File: config.mk
export PLATFORM = sky130hd
export DESIGN_NAME = zuse_fp_adder
export DESIGN_NICKNAME = d
export VERILOG_FILES = /design/src/rtl/zuse_fp_adder.sv
export SDC_FILE = /design/constraint.sdc
export NUM_CORES = 1
export LEC_CHECK = 0
export CAP_MARGIN = 20
export CELL_PAD_IN_SITES_DETAIL_PLACEMENT = 1
export CELL_PAD_IN_SITES_GLOBAL_PLACEMENT = 1
export CORE_ASPECT_RATIO = 1.2
export CORE_MARGIN = 2
export CORE_UTILIZATION = 30
export DETAILED_ROUTE_END_ITERATION = 7
export HOLD_SLACK_MARGIN = 0.03
export PLACE_DENSITY_LB_ADDON = 0.08
export SLEW_MARGIN = 30
export SYNTH_ARGS = -nofsm -noshare
export SYNTH_HDL_FRONTEND = slang
export SYNTH_SLANG_ARGS = --single-unit
File: constraint.sdc
create_clock -name clk_10MHZ -period 3.3 [get_ports clk_10MHZ]
set_input_delay 0.495 -clock clk_10MHZ [delete_from_list [all_inputs] [get_ports clk_10MHZ]]
set_output_delay 0.495 -clock clk_10MHZ [all_outputs]
set_load 0.005 [all_outputs]
File: src/rtl/zuse_fp_adder.sv
// Serial Z3-format floating-point adder: 7-bit two's-complement exponent, 15-bit mantissa.
// Captures operands on add, aligns one bit per cycle, adds, normalizes, publishes on return to idle.
module zuse_fp_adder (
  input  logic        clk_10MHZ,
  input  logic        rst_n,
  input  logic        add,
  input  logic [6:0]  reg1_e,
  input  logic [14:0] reg1_m,
  input  logic [6:0]  reg2_e,
  input  logic [14:0] reg2_m,
  output logic [6:0]  res_e,
  output logic [14:0] res_m,
  output logic        ovf,
  output logic        idle
);

  typedef enum logic [2:0] {
    S_IDLE, S_CMP, S_ALIGN, S_ADD, S_NORM, S_DONE
  } state_t;

  state_t      state, state_nx;
  logic [6:0]  ea, eb, ea_nx, eb_nx;
  logic [14:0] ma, mb, ma_nx, mb_nx;
  logic [7:0]  d, d_nx;
  logic [15:0] sum, sum_nx;
  logic        ovf_pend, ovf_pend_nx;
  logic [6:0]  res_e_nx;
  logic [14:0] res_m_nx;
  logic        ovf_nx;

  logic        swap;
  logic [6:0]  hi_e, lo_e;
  logic [14:0] hi_m, lo_m;
  logic [7:0]  diff;

  assign swap = $signed(eb) > $signed(ea);
  assign hi_e = swap ? eb : ea;
  assign lo_e = swap ? ea : eb;
  assign hi_m = swap ? mb : ma;
  assign lo_m = swap ? ma : mb;
  assign diff = {hi_e[6], hi_e} - {lo_e[6], lo_e};

  assign idle = (state == S_IDLE);

  always_ff @(posedge clk_10MHZ) begin
    if (!rst_n) begin
      state    <= S_IDLE;
      ea       <= '0;
      eb       <= '0;
      ma       <= '0;
      mb       <= '0;
      d        <= '0;
      sum      <= '0;
      ovf_pend <= 1'b0;
      res_e    <= '0;
      res_m    <= '0;
      ovf      <= 1'b0;
    end else begin
      state    <= state_nx;
      ea       <= ea_nx;
      eb       <= eb_nx;
      ma       <= ma_nx;
      mb       <= mb_nx;
      d        <= d_nx;
      sum      <= sum_nx;
      ovf_pend <= ovf_pend_nx;
      res_e    <= res_e_nx;
      res_m    <= res_m_nx;
      ovf      <= ovf_nx;
    end
  end

  // ea/ma double as the result staging register; S_DONE publishes them so that
  // every path (early exit or full) updates the outputs on the idle-return edge.
  always_comb begin
    state_nx    = state;
    ea_nx       = ea;
    eb_nx       = eb;
    ma_nx       = ma;
    mb_nx       = mb;
    d_nx        = d;
    sum_nx      = sum;
    ovf_pend_nx = ovf_pend;
    res_e_nx    = res_e;
    res_m_nx    = res_m;
    ovf_nx      = ovf;
    case (state)
      S_IDLE: begin
        if (add) begin
          ea_nx       = reg1_e;
          ma_nx       = reg1_m;
          eb_nx       = reg2_e;
          mb_nx       = reg2_m;
          ovf_nx      = 1'b0;
          ovf_pend_nx = 1'b0;
          state_nx    = S_CMP;
        end
      end
      S_CMP: begin
        if (ma == '0) begin
          ea_nx    = eb;
          ma_nx    = mb;
          state_nx = S_DONE;
        end else if (mb == '0) begin
          state_nx = S_DONE;
        end else begin
          ea_nx = hi_e;
          ma_nx = hi_m;
          eb_nx = lo_e;
          mb_nx = lo_m;
          d_nx  = diff;
          if (diff > 8'd15)
            state_nx = S_DONE;
          else if (diff == 8'd0)
            state_nx = S_ADD;
          else
            state_nx = S_ALIGN;
        end
      end
      S_ALIGN: begin
        mb_nx = mb >> 1;
        d_nx  = d - 8'd1;
        if (d == 8'd1)
          state_nx = S_ADD;
      end
      S_ADD: begin
        sum_nx   = {1'b0, ma} + {1'b0, mb};
        state_nx = S_NORM;
      end
      S_NORM: begin
        if (!sum[15]) begin
          ma_nx = sum[14:0];
        end else if (ea != 7'd63) begin
          ea_nx = ea + 7'd1;
          ma_nx = sum[15:1];
        end else begin
          ea_nx       = 7'd63;
          ma_nx       = '1;
          ovf_pend_nx = 1'b1;
        end
        state_nx = S_DONE;
      end
      S_DONE: begin
        res_e_nx = ea;
        res_m_nx = ma;
        ovf_nx   = ovf_pend;
        state_nx = S_IDLE;
      end
      default: state_nx = S_IDLE;
    endcase
  end

endmodule

==> impl_metrics.toml, run 1 <==
[worst_setup_path]
arrival_ps = 3430
path_cells = "inv_2, ha_4, nor2b_1, o31ai_2, a31oi_2, and4_1, or2_1, o2111ai_2, a31oi_1, o22ai_1, nor4_2, buf_4, a221oi_2"
critPathMaxFanout = 4
crit_slowest_cell = "dfxtp_1"
cp.required_ps = 3550
critPathTopFamily = "compound AO/OA/AOI/OAI gates"
endpoint_kind = "flop"
r2r-start = "ea[1]$_SDFFE_PN0P_"
worstSetupStartpoint = "ea[1]$_SDFFE_PN0P_"
worst-setup-path-type = "reg2reg"
critPathMaxStageDelay_ps = 360
critPathBufInv = 2
cp-start-kind = "flop"

[outcome]
status = "complete, no violations"

[finish]
fin_util_pct = 38.5
diodes = 0
final_nets = 916
area_growth_pct = 26.8
drive_above_1_share_pct = 10.7

[grt]
grt.overflow.total = 0
antenna_found_initial = 0
grtUsageTotal_pct = 21.5
grt_max_degree = 48
grt_pass1_wl_mm = 34.7
grt_pass1_vias = 6245

[place]
port_buffers = 70
hpwl_mm = 16.4
place.gp.congestion = 0.836

[power_and_ir_drop]
p_leak_uw = 0.00305
share_comb_of_total_power_pct = 63.3
power_density_nw_per_um2 = 1070
power_frac_seq_pct = 22.7
vdd_ir_drop_max_v = 0.000527
clockPowerShare_pct = 14.0
netSwitchingFraction_pct = 48.2
intPower_uw = 4110
switching_power_uw = 3830

[drt]
wl_per_cell_um = 19.7
drt_wl_total_mm = 21.9
via_count = 6008
drc = 0
ant_nets = 0
avgViaCountPerCell = 5.42
dr.first_iter.drc_count = 303
drtPass1Iterations = 4

[floorplan]
core-area_um2 = 19300
rows = 56
ios = 71
die_h_um = 157
initial_core_util_pct = 30.4
fp.dieW_um = 132
dieArea_um2 = 20700

[synth]
syn_nets = 846
ys_ff_latch = 95
synth_cell_types = 62
synth-edff-count = 0
synth_area_um2 = 5870
syn_area_per_cell_um2 = 7.61
postSynth.asyncResetShare_pct = 0
synth_seq_area_share_pct = 32.4
synth_flop_cell = "dfxtp_1"
syn_inst = 772
yosys_warnings = 0

[worst_hold_path]
hold_class = "reg2reg"
hold_start = "ovf_pend$_SDFFE_PN0P_"

[timing]
setup_viol = 0
max_freq_ghz = 0.314
hold_viol = 0
post-route-period-util_pct = 96.5
relSlewSlack_pct = 55.1
holdWs_ps = 468
min_period_ps = 3190
skew_ps = 13.0
drv_slew = 0
fin_setup_tns_ps = 0
worst_pin_slew_ps = 672

[clock_tree]
htree_levels = 3
cts_sinks = 95
clk_pin_slew_ps = 80
postCtsHoldBufs = 0
cts_tree = "yes"
clockBufferDepth = 2
root_buffer = "clkbuf_16"
cts_made_buffers = 9
clk_latency_ps = 350

[flow_run]
max-cap-violations = 0
[flip-flops by register name, indices dropped and copies added (netlist names)]
signal and count:
ovf 1, state 3, d 8, res_m 15, res_e 7, ovf_pend 1
mb 15, sum 16, eb 7, ma 15, ea 7
[worst paths after layout]
kind | end | slack [ps] | cells after the start
setup / recovery | state[2]$_SDFFE_PN0P_ | 110 | 13
setup reg to reg | state[2]$_SDFFE_PN0P_ | 110 | 13
hold / removal | ovf$_SDFFE_PN0P_ | 470 | 2
hold reg to reg | ovf$_SDFFE_PN0P_ | 470 | 2
[metal layers]
layer,wire length [um],GRT usage [%],up-vias
met4,333,5.90,0
met3,480,2.77,26
met5,0,0,-
met2,12500,43.7,94
li1,-,-,2919
met1,8570,23.0,2969
[synth_stat cells (all sizes together), types with 2 or more instances]
cell	number	area [um2]
nand2	135	507
dfxtp	95	1900
o21ai	71	355
nor2	56	210
clkbuf	47	176
a21oi	45	236
o211a	30	300
nand3	27	135
ha	26	325
a21boi	24	180
a22oi	21	158
a221oi	19	166
and2	19	121
inv	19	71.3
nor3	15	75.1
xnor2	14	123
nand2b	8	50.1
nor2b	8	50.1
a31oi	7	50.1
nor4	7	50.1
and3	6	37.5
o21a	6	45.0
buf	5	30.0
nand4	5	31.3
o211ai	5	37.5
xor2	5	43.8
a31o	4	35.0
or2	4	25.0
or3	4	25.0
a21o	3	22.5
a41oi	3	26.3
o21bai	3	22.5
o31ai	3	27.5
a2111oi	2	17.5
a211oi	2	15.0
mux2i	2	20.0
nor3b	2	26.3
o22ai	2	12.5
[repair_timing]
action                     CTS  global route
gates resized for setup      7            15
setup buffers                4             3
pin swaps                    4             4
setup endpoints to repair    1             4
[worst reg2reg max path: stages, from the launching register on]
cell,delay (ps)
dfxtp_1,360
inv_2,90
ha_4,260
nor2b_1,130
o31ai_2,270
a31oi_2,210
and4_1,290
or2_1,270
o2111ai_2,280
a31oi_1,160
o22ai_1,230
nor4_2,80
buf_4,150
a221oi_2,280
[cell families (layout without fill, tap and decap cells)]
logic type	after synthesis	after routing	synth area share [%]
and+or+nand+nor	299	299	23.3
AOI/OAI and AO/OA	259	259	30.5
DFF	95	95	32.4
buffers and inverters	71	146	4.73
adders and majority gates	27	27	5.88
xor gates and xnor gates	19	19	2.83
muxes	2	2	0.341
[final cells by class]
cell class / count / area [um2]
fill: 2379 / 11900
multi-input combinational: 606 / 3810
timing repair buffer: 111 / 1030
clock buffer: 10 / 229
clock inverter: 6 / 77.6
inverter: 19 / 71.3
tap: 261 / 327
sequential: 95 / 1910
[power by group through the flow]
stage | Clock, uW | Combinational (uW) | Sequential (uW)
final | 1110 | 5020 | 1800
after global routing | 1210 | 5570 | 1840
after CTS | 1150 | 4900 | 1800
after detailed placement | 0 | 4660 | 1820
after global placement | 0 | 4570 | 1800
after floorplan | 0 | 3250 | 1670
[metrics by stage]
step	total power, uW	area, um2	worst slack (ps)	instances
after floorplan	4920	5880	94.8	772
after CTS	7840	7350	52.9	1104
after global placement	6380	6970	179	1084
final	7930	7440	114	1108
after detailed placement	6480	6970	-1.84	1084
after global routing	8620	7440	-18.6	1108
[placed cells by master (no fill, tap or decap), types with 4 or more instances in the layout]
cell type,n
xor2_1,5
nand2_1,134
clkdlybuf4s50_1,69
o211ai_1,5
a21oi_1,44
inv_1,16
nand3_1,27
dfxtp_1,92
nor2_1,54
a31oi_1,6
nor2b_1,7
o211a_1,30
buf_4,38
a21boi_0,24
nor4_1,6
xnor2_1,14
a22oi_1,21
and2_1,18
and3_1,6
a221oi_1,18
o21a_1,6
clkbuf_16,9
nand4_1,5
ha_1,21
nand2b_1,8
nor3_1,14
ha_4,5
or3_1,4
o21ai_0,70
No activity file was read; power rests on OpenSTA's default activity.
==> inputs of run 2 (changes only) <==
- CORE_MARGIN: 2 -> 8
- CORE_UTILIZATION: 30 -> 38
- TNS_END_PERCENT: not set -> 20
==> impl_metrics.toml, run 2 (synthesis gave the netlist of run 1 again) <==
[floorplan]
die_h_um = 152
rows = 50
dieArea_um2 = 19700
ios = 71
fp.dieW_um = 129
initial_core_util_pct = 38.2
core-area_um2 = 15400

[worst_setup_path]
critPathMaxFanout = 19
endpoint_kind = "flop"
arrival_ps = 3380
cp.required_ps = 3530
path_cells = "inv_1, ha_1, nor2b_1, o31ai_2, a31oi_2, nand2_2, buf_8, nor2_1, a222oi_1, o21ai_0, xnor2_1, buf_4, nor4_4, a221oi_1"
critPathTopFamily = "compound AO/OA/AOI/OAI gates"
critPathBufInv = 3
worst-setup-path-type = "reg2reg"
cp-start-kind = "flop"
crit_slowest_cell = "ha_1"
critPathMaxStageDelay_ps = 360

[grt]
grt_max_degree = 96
grt.overflow.total = 0
grt_pass1_wl_mm = 34.5
grtUsageTotal_pct = 22.2
grt_pass1_vias = 6435
antenna_found_initial = 0

[finish]
final_common_cell = "nand2_1"
final_cells = 1055
fillers = 1932
final_nets = 916
diodes = 0
drive_above_1_share_pct = 9.80
regMostFlops = "sum"
mostFrequentLayoutCells = "nand2_1, dfxtp_1, o21ai_0"
area_growth_pct = 25.4
largest_register_ffs = 16
final_cell_area_um2 = 7360

[timing]
post-route-period-util_pct = 95.6
skew_ps = 5.39
relSlewSlack_pct = 44.2
max_freq_ghz = 0.317
hold_viol = 0
drv_slew = 0
worst_pin_slew_ps = 837
min_period_ps = 3160
setup_viol = 0

[drt]
drtPass1Iterations = 4
avgViaCountPerCell = 5.73
via_count = 6047
drc = 0
dr.first_iter.drc_count = 321
drt_wl_total_mm = 21.7
wl_per_cell_um = 20.6
ant_nets = 0

[clock_tree]
htree_levels = 3
clk_latency_ps = 350
clockBufferDepth = 2
root_buffer = "clkbuf_16"
cts_made_buffers = 9
cts_sinks = 95
cts_tree = "yes"
clk_pin_slew_ps = 70

[place]
placedInstanceArea_um2 = 6930
place.gp.congestion = 0.845
hpwl_mm = 16.2
dp.cells = 1035
port_buffers = 70

[outcome]
status = "complete, no violations"

[flow_run]
max-cap-violations = 0

[power_and_ir_drop]
power_density_nw_per_um2 = 1080
p_leak_uw = 0.00306
vdd_ir_drop_max_v = 0.000391

[worst_hold_path]
hold_class = "reg2reg"
[run 2: per-layer routing]
layer / part of all wire (%) / GRT usage [%] / wire [um] / vias up
met5: 0 / 0 / 0 / -
met4: 3.4 / 9.59 / 739 / 0
met3: 2.4 / 3.08 / 511 / 38
met2: 55 / 42.1 / 12000 / 97
met1: 39 / 23.4 / 8460 / 2992
li1: - / - / - / 2920
[run 2: repair_timing]
action	in CTS	in global routing
buffers inserted	0	3
hold buffers	0	0
setup endpoints to repair	0	6
resized for setup	0	14
[run 2: where the power goes]
| group | internal (uW) | switching, uW | total (uW) | leakage, uW |
|---|---|---|---|---|
| Combinational | 2020 | 3000 | 5010 | 0.00213 |
| Clock | 675 | 509 | 1180 | 0.000158 |
| Sequential | 1430 | 335 | 1770 | 0.000778 |
[run 2: final timing paths]
kind	slack, ps	end	depth (start not counted)	from
max	140	state[2]$_SDFFE_PN0P_	14	ea[1]$_SDFFE_PN0P_
min reg2reg	470	res_e[2]$_SDFFE_PN0P_	2	res_e[2]$_SDFFE_PN0P_
max reg2reg	140	state[2]$_SDFFE_PN0P_	14	ea[1]$_SDFFE_PN0P_
min	470	res_e[2]$_SDFFE_PN0P_	2	res_e[2]$_SDFFE_PN0P_
[run 2: area by class of cell]
type	count	area, um2	area share [%]
clock inverters	7	101	1.38
clock buffers	9	225	3.06
flip-flops and latches	95	1900	25.9
well taps	208	260	3.54
multi-input cells	606	3770	51.2
repair buffers	111	1030	14.0
inverters	19	71.3	0.969
[run 2: worst register-to-register path: cells and delay by family, from the launching register on]
family                   cells  cell delay (ps)
flip-flops                   1              350
AND/OR/NAND/NOR              4              710
AO/OA/AOI/OAI                5             1050
buffers and inverters        3              400
XOR/XNOR                     1              150
adder cells (fa/ha/maj)      1              360
[run 2: per-stage QoR]
stage          setup slack, ps  hold slack [ps]  util [%]  total power, uW  setup TNS [ps]
4_1_cts                   30.2              474      47.1             7670               0
3_3_place_gp               126              451      45.0             6350               0
2_1_floorplan             94.8              440         -             4920               0
3_5_place_dp              43.6              463      45.0             6460               0
6_report                   145              470      47.8             7960               0
5_1_grt                  -27.1              496      47.8             8590           -40.3
==> inputs of run 3 (changes only) <==
--- a/constraint.sdc
+++ b/constraint.sdc
@@ -3,2 +3,2 @@
 set_output_delay 0.495 -clock clk_10MHZ [all_outputs]
-set_load 0.005 [all_outputs]
+set_load 0.1 [all_outputs]
==> impl_metrics.toml, run 3 (synthesis gave the netlist of run 1 again) <==
[worst_setup_path]
critPathBufInv = 1
critPathMaxFanout = 5
crit_slowest_cell = "dfxtp_1"
cp.required_ps = 3540
path_cells = "inv_1, ha_4, nor2b_1, o31ai_2, a31oi_2, and4_1, or2_1, o2111ai_2, a31oi_2, a41oi_2, nor4_4, a221oi_1"
critPathMaxStageDelay_ps = 340
cp-start-kind = "flop"
worst-setup-path-type = "reg2reg"
endpoint_kind = "flop"
critPathTopFamily = "compound AO/OA/AOI/OAI gates"
path_common_cell = "a31oi_2"
rrSetupSlack_ps = 180
arrival_ps = 3360

[clock_tree]
cts_made_buffers = 9
clk_latency_ps = 360
cts_tree = "yes"
root_buffer = "clkbuf_16"
cts_sinks = 95
htree_levels = 3
clockBufferDepth = 2
clk_pin_slew_ps = 80
postCtsHoldBufs = 0

[finish]
final_nets = 919
diodes = 0
final_common_cell = "nand2_1"
fillers = 1899
mostFrequentLayoutCells = "nand2_1, dfxtp_1, o21ai_0"
largest_register_ffs = 16
area_growth_pct = 25.3
drive_above_1_share_pct = 10.5
regMostFlops = "sum"

[power_and_ir_drop]
switching_power_uw = 4090
power_frac_seq_pct = 21.7
p_leak_uw = 0.00305
vdd_ir_drop_max_v = 0.000432
share_comb_of_total_power_pct = 65.4
clockPowerShare_pct = 12.9
power_density_nw_per_um2 = 1100
netSwitchingFraction_pct = 50.3
intPower_uw = 4040

[worst_hold_path]
hold_class = "reg2reg"

[place]
hpwl_mm = 16.3
port_buffers = 70
place.gp.congestion = 0.871

[timing]
worst_pin_slew_ps = 992
post-route-period-util_pct = 94.5
max_freq_ghz = 0.321
hold_viol = 0
holdWs_ps = 467
drv_slew = 0
setup_viol = 0
min_period_ps = 3120
relSlewSlack_pct = 33.7
fin_setup_tns_ps = 0
skew_ps = 12.8

[grt]
antenna_found_initial = 0
grtUsageTotal_pct = 22.3
grt_pass1_wl_mm = 34.5
grt_max_degree = 57
grt_pass1_vias = 6482
grt.overflow.total = 0

[floorplan]
initial_core_util_pct = 38.2
dieArea_um2 = 19700
ios = 71
fp.dieW_um = 129
rows = 50
core-area_um2 = 15400
die_h_um = 152

[drt]
drt_wl_total_mm = 21.5
wl_per_cell_um = 20.3
met1_length_mm = 8.58
dr.first_iter.drc_count = 336
wl_met3_um = 469
ant_nets = 0
drtPass1Iterations = 7
drc = 0
met2_length_mm = 11.9
via_count = 6022
avgViaCountPerCell = 5.69
top_layer = "met4"

[outcome]
status = "complete, no violations"

[flow_run]
max-cap-violations = 0
==> run 3: cell types whose count changed in the layout (fill, tap and decap cells not counted), sizes merged <==
cell           delta
buf               +4
inv               -1
clkdlybuf4s50     -1
clkinvlp          +1
clkinv            +2
bufinv            -2
==> run 3: power by group through the flow <==
stage | registers (uW) | logic, uW | clock network [uW]
after floorplan | 1820 | 3310 | 0
after global placement | 1770 | 4790 | 0
after detailed placement | 1780 | 4890 | 0
after CTS | 1760 | 4920 | 1080
after global routing | 1810 | 5810 | 1130
final | 1760 | 5310 | 1050
==> run 3: through the flow <==
stage	power, uW	setup WS (ps)	instances	utilization, %	area (um2)
5_1_grt	8750	-23.1	1058	47.8	7360
2_1_floorplan	5130	94.8	772	-	5880
6_report	8120	183	1058	47.8	7360
3_5_place_dp	6670	11.0	1036	45.1	6930
3_3_place_gp	6550	124	1036	45.1	6930
4_1_cts	7760	21.5	1052	47.0	7230
==> run 3: repair_timing <==
item	CTS	global route
setup buffers	0	5
gates resized for setup	0	15
pin swaps	1	7
endpoints found under the setup margin	1	5
==> run 3: worst paths after layout <==
| kind | start | to | depth (start not counted) |
|---|---|---|---|
| hold / removal | res_m[14]$_SDFFE_PN0P_ | res_m[14]$_SDFFE_PN0P_ | 2 |
| setup / recovery | ea[1]$_SDFFE_PN0P_ | state[2]$_SDFFE_PN0P_ | 12 |
| hold reg to reg | res_m[14]$_SDFFE_PN0P_ | res_m[14]$_SDFFE_PN0P_ | 2 |
| setup reg to reg | ea[1]$_SDFFE_PN0P_ | state[2]$_SDFFE_PN0P_ | 12 |
==> run 3: layer usage <==
| metal | track usage (%) | vias to the layer above |
|---|---|---|
| met5 | 0 | - |
| li1 | - | 2921 |
| met1 | 24.0 | 2973 |
| met4 | 9.42 | 0 |
| met3 | 2.87 | 34 |
| met2 | 41.8 | 94 |
==> run 3: worst register-to-register path, delay by kind of cell (launching register included) <==
family | cells | cell delay (ps)
compound gates | 6 | 1540
fa+ha+maj | 1 | 270
buf+inv | 1 | 100
flops | 1 | 340
simple gates | 4 | 750
==> run 3: final cells by class <==
class	count	area (um2)	area share [%]
Timing Repair Buffer	114	1050	14.2
Inverter	19	71.3	0.969
Tap cell	208	260	3.54
Clock inverter	7	66.3	0.901
Multi-Input combinational cell	606	3790	51.4
Clock buffer	9	225	3.06
Sequential cell	95	1900	25.9
